$ cat config.mk
export PLATFORM = sky130hd
export DESIGN_NAME = sum_serial
export DESIGN_NICKNAME = d
export VERILOG_FILES = /design/src/rtl/sum_serial.sv
export SDC_FILE = /design/constraint.sdc
export NUM_CORES = 1
export LEC_CHECK = 0
export CORE_ASPECT_RATIO = 1.4
export CORE_UTILIZATION = 45
export DETAILED_ROUTE_END_ITERATION = 6
export PLACE_DENSITY_LB_ADDON = 0.12
export SLEW_MARGIN = 20
export SYNTH_ARGS = -nofsm -noshare
export SYNTH_HDL_FRONTEND = slang
export SYNTH_SLANG_ARGS = --single-unit
$ cat constraint.sdc
create_clock -name Clk -period 4.3 [get_ports Clk]
set_input_delay 0.645 -clock Clk [delete_from_list [all_inputs] [get_ports Clk]]
set_output_delay 0.645 -clock Clk [all_outputs]
set_load 0.05 [all_outputs]
$ cat src/rtl/sum_serial.sv
// Multi-cycle WIDTH-bit adder/subtractor reusing one CHUNK-bit slice.
// Start/Busy/Done handshake; results held until the next completion.
module sum_serial #(
  parameter int WIDTH = 8,
  parameter int CHUNK = 1
) (
  input  logic             Clk,
  input  logic             Rst_n,
  input  logic             Start,
  input  logic [WIDTH-1:0] A,
  input  logic [WIDTH-1:0] B,
  input  logic             Cin,
  input  logic             Sub,
  output logic             Busy,
  output logic             Done,
  output logic [WIDTH-1:0] S,
  output logic             Cout,
  output logic             Ovf
);

  localparam int N  = WIDTH / CHUNK;
  localparam int CW = (N > 1) ? $clog2(N) : 1;

  typedef enum logic {
    IDLE,
    RUN
  } state_t;

  state_t state;
  state_t state_n;

  logic [WIDTH-1:0]       op_a;
  logic [WIDTH-1:0]       op_b;
  logic [WIDTH-1:0]       acc;
  logic                   carry;
  logic [CW-1:0]          cnt;
  logic                   a_msb;
  logic                   b_msb;
  logic                   last;
  logic                   accept;
  logic [CHUNK:0]         sum_ext;
  logic [WIDTH+CHUNK-1:0] acc_cat;
  logic [WIDTH-1:0]       acc_n;
  logic                   ovf_n;

  // One CHUNK-wide slice plus the shifted partial result
  always_comb begin
    sum_ext = {1'b0, op_a[CHUNK-1:0]}
            + {1'b0, op_b[CHUNK-1:0]}
            + {{CHUNK{1'b0}}, carry};
    acc_cat = {sum_ext[CHUNK-1:0], acc};
    acc_n   = acc_cat[WIDTH+CHUNK-1:CHUNK];
    ovf_n   = (a_msb == b_msb) && (acc_n[WIDTH-1] != a_msb);
    last    = (cnt == CW'(N - 1));
    accept  = (state == IDLE) && Start;
  end

  // State register
  always_ff @(posedge Clk or negedge Rst_n) begin
    if (!Rst_n) state <= IDLE;
    else        state <= state_n;
  end

  // Next-state logic and busy flag
  always_comb begin
    state_n = state;
    Busy    = 1'b0;
    unique case (state)
      IDLE: if (Start) state_n = RUN;
      RUN: begin
        Busy = 1'b1;
        if (last) state_n = IDLE;
      end
      default: state_n = IDLE;
    endcase
  end

  // Operand latch, chunk iteration and result registers
  always_ff @(posedge Clk or negedge Rst_n) begin
    if (!Rst_n) begin
      op_a  <= '0;
      op_b  <= '0;
      acc   <= '0;
      carry <= 1'b0;
      cnt   <= '0;
      a_msb <= 1'b0;
      b_msb <= 1'b0;
      S     <= '0;
      Cout  <= 1'b0;
      Ovf   <= 1'b0;
      Done  <= 1'b0;
    end else begin
      Done <= (state == RUN) && last;
      if (accept) begin
        op_a  <= A;
        op_b  <= Sub ? ~B : B;
        carry <= Cin ^ Sub;
        cnt   <= '0;
        acc   <= '0;
        a_msb <= A[WIDTH-1];
        b_msb <= Sub ? ~B[WIDTH-1] : B[WIDTH-1];
      end else if (state == RUN) begin
        op_a  <= op_a >> CHUNK;
        op_b  <= op_b >> CHUNK;
        carry <= sum_ext[CHUNK];
        acc   <= acc_n;
        cnt   <= cnt + CW'(1);
        if (last) begin
          S    <= acc_n;
          Cout <= sum_ext[CHUNK];
          Ovf  <= ovf_n;
        end
      end
    end
  end

endmodule

# --- After elaboration in Yosys (flattened, before gate mapping) ---
# Cells that the tools add are included.
totals:
  register_bits: 42
  input_bits: 21
  out_inout_bits: 12
  word_cells: 44
classes:
  n_addsub: 3
  n_eq_ne: 3
  mux: 16
  bitwise_logic: 5
  n_reduce_logical: 5
op_table:
  columns: ["cell", "count"]
  rows:
  - ["two-way mux 8 bit", 7]
  - ["inverter 8 bit", 1]
  - ["two-way mux 1 bit", 6]
  - ["two-way mux 3 bit", 2]
  - ["adder 3 x 1 -> 3 bit (second input constant)", 1]
  - ["== test 3 bit (second input constant)", 1]
  - ["logical AND 1 bit", 3]
  - ["inverter 1 bit", 3]
  - ["AND reduction 3 bit", 1]
  - ["adder 1 x 1 -> 2 bit", 1]
  - ["adder 2 x 1 -> 2 bit", 1]
  - ["one-hot mux 1 bit (2 select lines)", 1]
  - ["nonzero test 2 bit", 1]
  - ["== test 1 bit", 1]
  - ["!= test 1 bit", 1]
  - ["bitwise XOR 1 bit", 1]

# --- Depth between registers and ports, before layout ---
# Gate-level depths: netlist (run 1).
logic_depth:
  depth_word: 4
  mapped_depth: 6
  mapped_depth_nobuf: 5

# --- Worst setup path before layout (run 1) ---
# OpenSTA, ideal clock, no wires.
synth_path:
  path_type: "register to register"
  start: "register op_a[0]"
  end: "register Ovf"
  setup_ns: 0.082
  t_arrival_ns: 1.388
  t_required_ns: 4.218
  setup_slack_ns: 2.830
  path_stages_with_launch: 5
  n_path_buf: 0
  period_less_slack_ns: 1.470
  path_cell_list: "dfrtp_1 inv_1 fa_1 or3_1 a31oi_1"
synth_via:
  elab_chain_cells: 4
synth_lines:
  columns: ["item", "line_no", "rtl"]
  rows:
  - ["from (decl)", "32", "logic [WIDTH-1:0] op_a;"]
  - ["from (signal assigned)", "103", "op_a <= op_a >> CHUNK;"]
  - ["adder 1 x 1 -> 2 bit", "49", "+ {1'b0, op_b[CHUNK-1:0]}"]
  - ["adder 2 x 1 -> 2 bit", "50", "+ {{CHUNK{1'b0}}, carry};"]
  - ["!= test 1 bit", "53", "ovf_n = (a_msb == b_msb) && (acc_n[WIDTH-1] != a_msb);"]
  - ["logical AND 1 bit", "53", null]
  - ["to (signal assigned)", "111", "Ovf <= ovf_n;"]
  - ["to (decl)", "18", "output logic Ovf"]
# No other way between the ends.
# A chain may end at the register's enable or synchronous reset.

# --- Worst setup path in the final report (run 1) ---
layout_path:
  start: "register Ovf"
  end: "output Ovf"
# No word-level cell between the ends.

==> results.md, run 1 <==
- Status: finished, final reports clean
- Synth area leader: dfrtp_1
- Fill cell count: 328
- Hold WS: 0.468 ns
- Commonest non-fill, non-tap cell in the layout: dfrtp_1
- Hold Buf Count CTS: 0
- Total length of routed wires: 2920 um
- Max Cap Viol: 0
- Ports: 33
- Reg clk slew, reported paths: 0.07 ns
- H-tree level count: 2
- GRT Total Usage: 0.157
- Relative slew slack: 0.417
- Seq. cell area: 0.00103 sq mm
- Yosys warns: 0
- RSZ-0062 raised after global routing: false
- Multi-input logic area: 681 sq um
- Crit-path slowest cell: clkdlybuf4s50_1
- TritonCTS Buffers: 5
- Initial antenna violation count: 0
- IO Port Bufs: 32
- Drt pass-1 iters: 4
- Layout cell share with drive strength beyond 1: 0.115
- Crit-path leading delay family: buffers and inverters
- Initial core utilization: 0.482
- GRT Residual Overflow: 0
- Peak supply drop: 0.416 mV
- Top cells by area, synth: dfrtp_1, mux2i_1, mux2_2, nand2_1, a22o_1
- DRT antenna net count: 0
- WP buf/inv: 1
- Slew @ Worst Pin: 0.874 ns
- LEAKAGE: 1.02 nW
- Hold/Removal Path Class: primary input to async pin
- Share of the synthesized area in the top cell type: 0.574
- # rows: 26
- Seq cells post-synth: 41
- Final Setup Violations: 0
- Drt wl/cell: 13.0 um
- Tcrit/Tclk final: 0.487
- Global-route wire length before repair: 5130 um
- Placed cells: 217
- Die H: 76.6 um
- Core box area: 0.00371 sq mm
- Crit-path cells: clkdlybuf4s50_1
- TritonCTS clock tree: built
- CP Max Fanout: 2
- Commonest non-fill, non-tap cells in the layout: dfrtp_1, clkdlybuf4s50_1, nand2_1, mux2i_1, o21ai_0
- Postcts setup bufs: 0
- Clock root buffer: clkbuf_8
- Crit-path max cell delay: 0.80 ns
- Required time at the worst-slack endpoint: 3.65 ns
- Via count: 1197
- Post-DP HPWL: 2010 um
- GP Congestion: 0.694
- Clk_lat worst skew: 0.29 ns
- Clk sinks: 41
- Reg-to-reg slack, setup: 2.73 ns
- Netlist cell types: 25
- Power density over cell area: 686 mW/mm^2
- Vias in the first global route: 1144
- Syn-to-layout area delta: 23.6%
- Final Hold Fails: 0
- Largest net degree at the start of global routing: 45
- Die area: 0.00423 sq mm
- Mapped Avg Cell Area: 11.8 sq um
- Maximum achievable frequency: 477 MHz
- Finished Layout Cells: 225
- DRT iter0 DRCs: 29
- Final Critical Period: 2.10 ns
- CTS max path bufs: 2
- Die Width: 55.3 um
- CP Launch Type: flip-flop
- Sequential-to-total area share from yosys stat: 0.574
- Syn Nets: 175
- Reg2Reg Capture Point: Ovf
- Ant diodes: 0
- Final clock skew: 0.00279 ns
- Fin nets: 206
- Reg2Reg Depth: 4
- CP Capture Type: primary output
- Crit Path Category: flip-flop to primary output
- Crit path DAT: 1.45 ns
- Fin. max-slew vios: 0
- FF-to-FF Start: op_a[0]
- DR DRC count: 0
- Vias per cell: 5.32
- Most used flip-flop cell after synthesis: dfrtp_1
- FFs w/ async S/R, synth: 1.00
- Total power: 1.52 mW
- Number of flops mapped to enable cells by yosys: 0
- Setup TNS: 0 ns
- Netlist Area Pre-Place: 0.00179 sq mm
- CTS resizes: 0
- Post-Syn Instances: 151
registers in the layout, summed over array words and instances (netlist names):
| name | cells |
|---|---|
| a_msb | 1 |
| op_b | 8 |
| b_msb | 1 |
| carry | 1 |
| Cout | 1 |
| Done | 1 |
| S | 8 |
| cnt | 3 |
| Ovf | 1 |
| acc | 7 |
| op_a | 8 |
| state | 1 |
stage by stage:
step / utilization / cell area (sq um) / setup WS, ns
after CTS: 0.596 / 2210 / 2.18
after detailed placement: 0.568 / 2110 / 2.17
after global routing: 0.596 / 2210 / 2.16
final: 0.596 / 2210 / 2.20
after global placement: 0.568 / 2110 / 2.21
after floorplan: - / 1790 / 2.83
worst max path at each step:
stage / startpoint / to / depth (start not counted) / slack [ns]
6_report: Ovf / Ovf / 1 / 2.20
5_1_grt: S[4] / S[4] / 1 / 2.16
4_1_cts: Ovf / Ovf / 1 / 2.18
3_5_place_dp: Start / acc[6] / 4 / 2.17
3_3_place_gp: Start / cnt[1] / 4 / 2.21
2_1_floorplan: op_a[0] / Ovf / 4 / 2.83
final cells by class:
type,count,area share
inverters,5,0.00849
flip-flops and latches,41,0.464
well taps,42,0.0238
repair buffers,34,0.149
multi-input cells,95,0.308
clock buffers,7,0.0436
clock inverters,1,0.00227
cell families after synthesis:
kind of cell	Yosys count	synth area share
XOR/XNOR	9	0.0441
buffers and inverters	15	0.0455
multiplexers	23	0.134
adder cells (fa/ha/maj)	3	0.0252
AND/OR/NAND/NOR	28	0.0637
AO/OA/AOI/OAI	32	0.113
flip-flops	41	0.574
cell usage after synthesis (2+ instances only):
cell      count
inv_1         5
dfrtp_1      41
nor2_1        5
a22o_1        8
nand2_1      19
xnor2_1       2
o21ai_1       8
mux2i_1      15
mux2_2        8
ha_1          2
xor2_1        7
buf_2         2
clkbuf_1      3
o21ai_0      12
buf_4         4
routing by layer:
layer,GRT usage,wire (um),vias up
li1,-,-,575
met1,0.185,1270,587
met2,0.257,1470,31
met3,0.0458,126,4
met4,0.0825,61,0
met5,0,0,-
report_power, final:
group	switching [mW]	total (mW)	internal, mW
clock	0.127	0.272	0.145
combinational	0.369	0.625	0.256
sequential	0.0818	0.619	0.537
total	0.578	1.52	0.939
Power figures use the tool's default switching activity.
==> run 2: changes to the inputs <==
==> constraint.sdc (replaced) <==
create_clock -name Clk -period 2.15 [get_ports Clk]
set_input_delay 0.3225 -clock Clk [delete_from_list [all_inputs] [get_ports Clk]]
set_output_delay 0.3225 -clock Clk [all_outputs]
set_load 0.05 [all_outputs]
==> results.md, run 2 (same netlist as run 1, synthesis figures left out) <==
- Layout Utilization: 0.620 (was 0.596)
- H-tree level count: 2 (unchanged)
- Clk_lat worst skew: 0.29 ns (about the same)
- Crit-path max cell delay: 0.81 ns (was 0.80 ns)
- Status: finished, final reports clean (unchanged)
- IO Port Bufs: 32 (unchanged)
- Die area: 0.00423 sq mm (unchanged)
- Reg2Reg Depth: 4 (unchanged)
- Layout cell share with drive strength beyond 1: 0.143 (was 0.115)
- Global-route wire length before repair: 5860 um (was 5130 um)
- Multi-input logic area: 681 sq um (unchanged)
- CTS resizes: 0 (unchanged)
- Die H: 76.6 um (unchanged)
- Final Critical Period: 1.78 ns
- Drt wl/cell: 13.9 um (was 13.0 um)
- WP buf/inv: 1 (unchanged)
- Max Cap Viol: 0 (unchanged)
- Clock root buffer: clkbuf_8 (unchanged)
- Final Hold Fails: 0 (unchanged)
- Maximum achievable frequency: 562 MHz
- Commonest non-fill, non-tap cells in the layout: dfrtp_1, clkdlybuf4s50_1, nand2_1, mux2i_1, o21ai_0 (unchanged)
- Total length of routed wires: 3220 um (was 2920 um)
- DR DRC count: 0 (unchanged)
- Core box area: 0.00371 sq mm (unchanged)
- Finished Cell Area: 0.00230 sq mm (was 0.00221 sq mm)
- Setup TNS: 0 ns (unchanged)
- Crit-path cells: clkdlybuf4s50_1 (unchanged)
- DRT iter0 DRCs: 30 (was 29)
- Die Width: 55.3 um (unchanged)
- # rows: 26 (unchanged)
- Commonest non-fill, non-tap cell in the layout: dfrtp_1 (unchanged)
- Ports: 33 (unchanged)
- Crit Path Category: flip-flop to primary output (unchanged)
- Crit-path slowest cell: clkdlybuf4s50_1 (unchanged)
- Vias in the first global route: 1289 (was 1144)
- CP Launch Type: flip-flop (unchanged)
- Clk sinks: 41 (unchanged)
- Reg2Reg Capture Point: Ovf (unchanged)
- Relative slew slack: 0.668 (was 0.417)
- Initial core utilization: 0.482 (unchanged)
- Drt pass-1 iters: 4 (unchanged)
- Worst path depth: 1 (unchanged)
- CP Max Fanout: 2 (unchanged)
- Setup slack after layout: 0.371 ns (was 2.20 ns)
- LEAKAGE: 1.07 nW (was 1.02 nW)
- GRT Total Usage: 0.179 (was 0.157)
- Worst setup endpoint: Cout (was Ovf)
- Power density over cell area: 1420 mW/mm^2 (was 686 mW/mm^2)
- Reg-to-reg slack, setup: 0.56 ns (was 2.73 ns)
- DRT antenna net count: 0 (unchanged)
- Slew @ Worst Pin: 0.496 ns (was 0.874 ns)
- Tcrit/Tclk final: 0.827
- CP Capture Type: primary output (unchanged)
- Seq. cell area: 0.00103 sq mm (unchanged)
- Largest net degree at the start of global routing: 22 (was 45)
- Ant diodes: 0 (unchanged)
- Final clock skew: 0.00650 ns (was 0.00279 ns)
- CTS max path bufs: 2 (unchanged)
- Fin nets: 212 (was 206)
- Via count: 1196 (was 1197)
- GP Congestion: 0.723 (was 0.694)
- Place WS: 0.474 ns (was 2.17 ns)
- Fin. max-slew vios: 0 (unchanged)
- GRT Residual Overflow: 0 (unchanged)
- Required time at the worst-slack endpoint: 1.83 ns (was 3.65 ns)
- Post-DP HPWL: 2370 um (was 2010 um)
- Reg clk slew, reported paths: 0.08 ns (was 0.07 ns)
- Total power: 3.26 mW (was 1.52 mW)
- CP startpoint: Cout (was Ovf)
- Fill cell count: 319 (was 328)
- Crit path DAT: 1.46 ns (was 1.45 ns)
- FF-to-FF Start: op_a[0] (unchanged)
- RSZ-0062 raised after global routing: false (unchanged)
- Hold/Removal Path Class: primary input to async pin (unchanged)
- Syn-to-layout area delta: 28.6% (was 23.6%)
- Vias per cell: 5.18 (was 5.32)
- Area after DPL: 0.00216 sq mm (was 0.00211 sq mm)
- Peak supply drop: 0.801 mV (was 0.416 mV)
- TritonCTS clock tree: built (unchanged)
- TritonCTS Buffers: 5 (unchanged)
- Initial antenna violation count: 0 (unchanged)
- Biggest regs: S x8, op_a x8, op_b x8 (unchanged)
- Final Setup Violations: 0 (unchanged)
- Crit-path leading delay family: buffers and inverters (unchanged)
[run 2: power breakdown]
group,total [mW],switching [mW],internal (mW)
Combinational,1.28,0.726,0.552
Clock,0.723,0.262,0.461
Sequential,1.26,0.187,1.07
Total,3.26,1.18,2.09
[run 2: stage by stage]
stage	hold slack, ns	instances
global placement	0.261	222
floorplan	0.0269	151
detailed placement	0.273	222
finish	0.470	231
CTS	0.480	231
global route	0.508	231
[run 2: worst min path at each step]
stage               startpoint  cells after the start  slack (ns)     end
global placement         Rst_n                      1        0.26    S[2]
finish                   Rst_n                      2        0.47    S[2]
detailed placement       Rst_n                      1        0.27  acc[3]
CTS                      Rst_n                      2        0.48    S[2]
global route             Rst_n                      2        0.51  acc[2]
floorplan                Rst_n                      0        0.03    Cout
[run 2: cell type report]
class,instances,share of cell area
clock buffers,5,0.0299
well taps,42,0.0229
multi-input cells,95,0.296
inverters,5,0.00816
repair buffers,40,0.169
clock inverters,3,0.0283
flip-flops and latches,41,0.446
[run 2: repair_timing]
action                                  in CTS  in global routing
hold buffers                                 1                  0
endpoints found under the setup margin       0                  0
endpoints found under the hold margin       16                  0
setup buffers                                0                  0
[run 2: per-layer routing]
metal,GRT usage,up-vias,routed length [um]
li1,-,585,-
met1,0.206,579,1360
met2,0.310,26,1660
met3,0.0475,6,138
met4,0.0750,0,60
met5,0,-,0
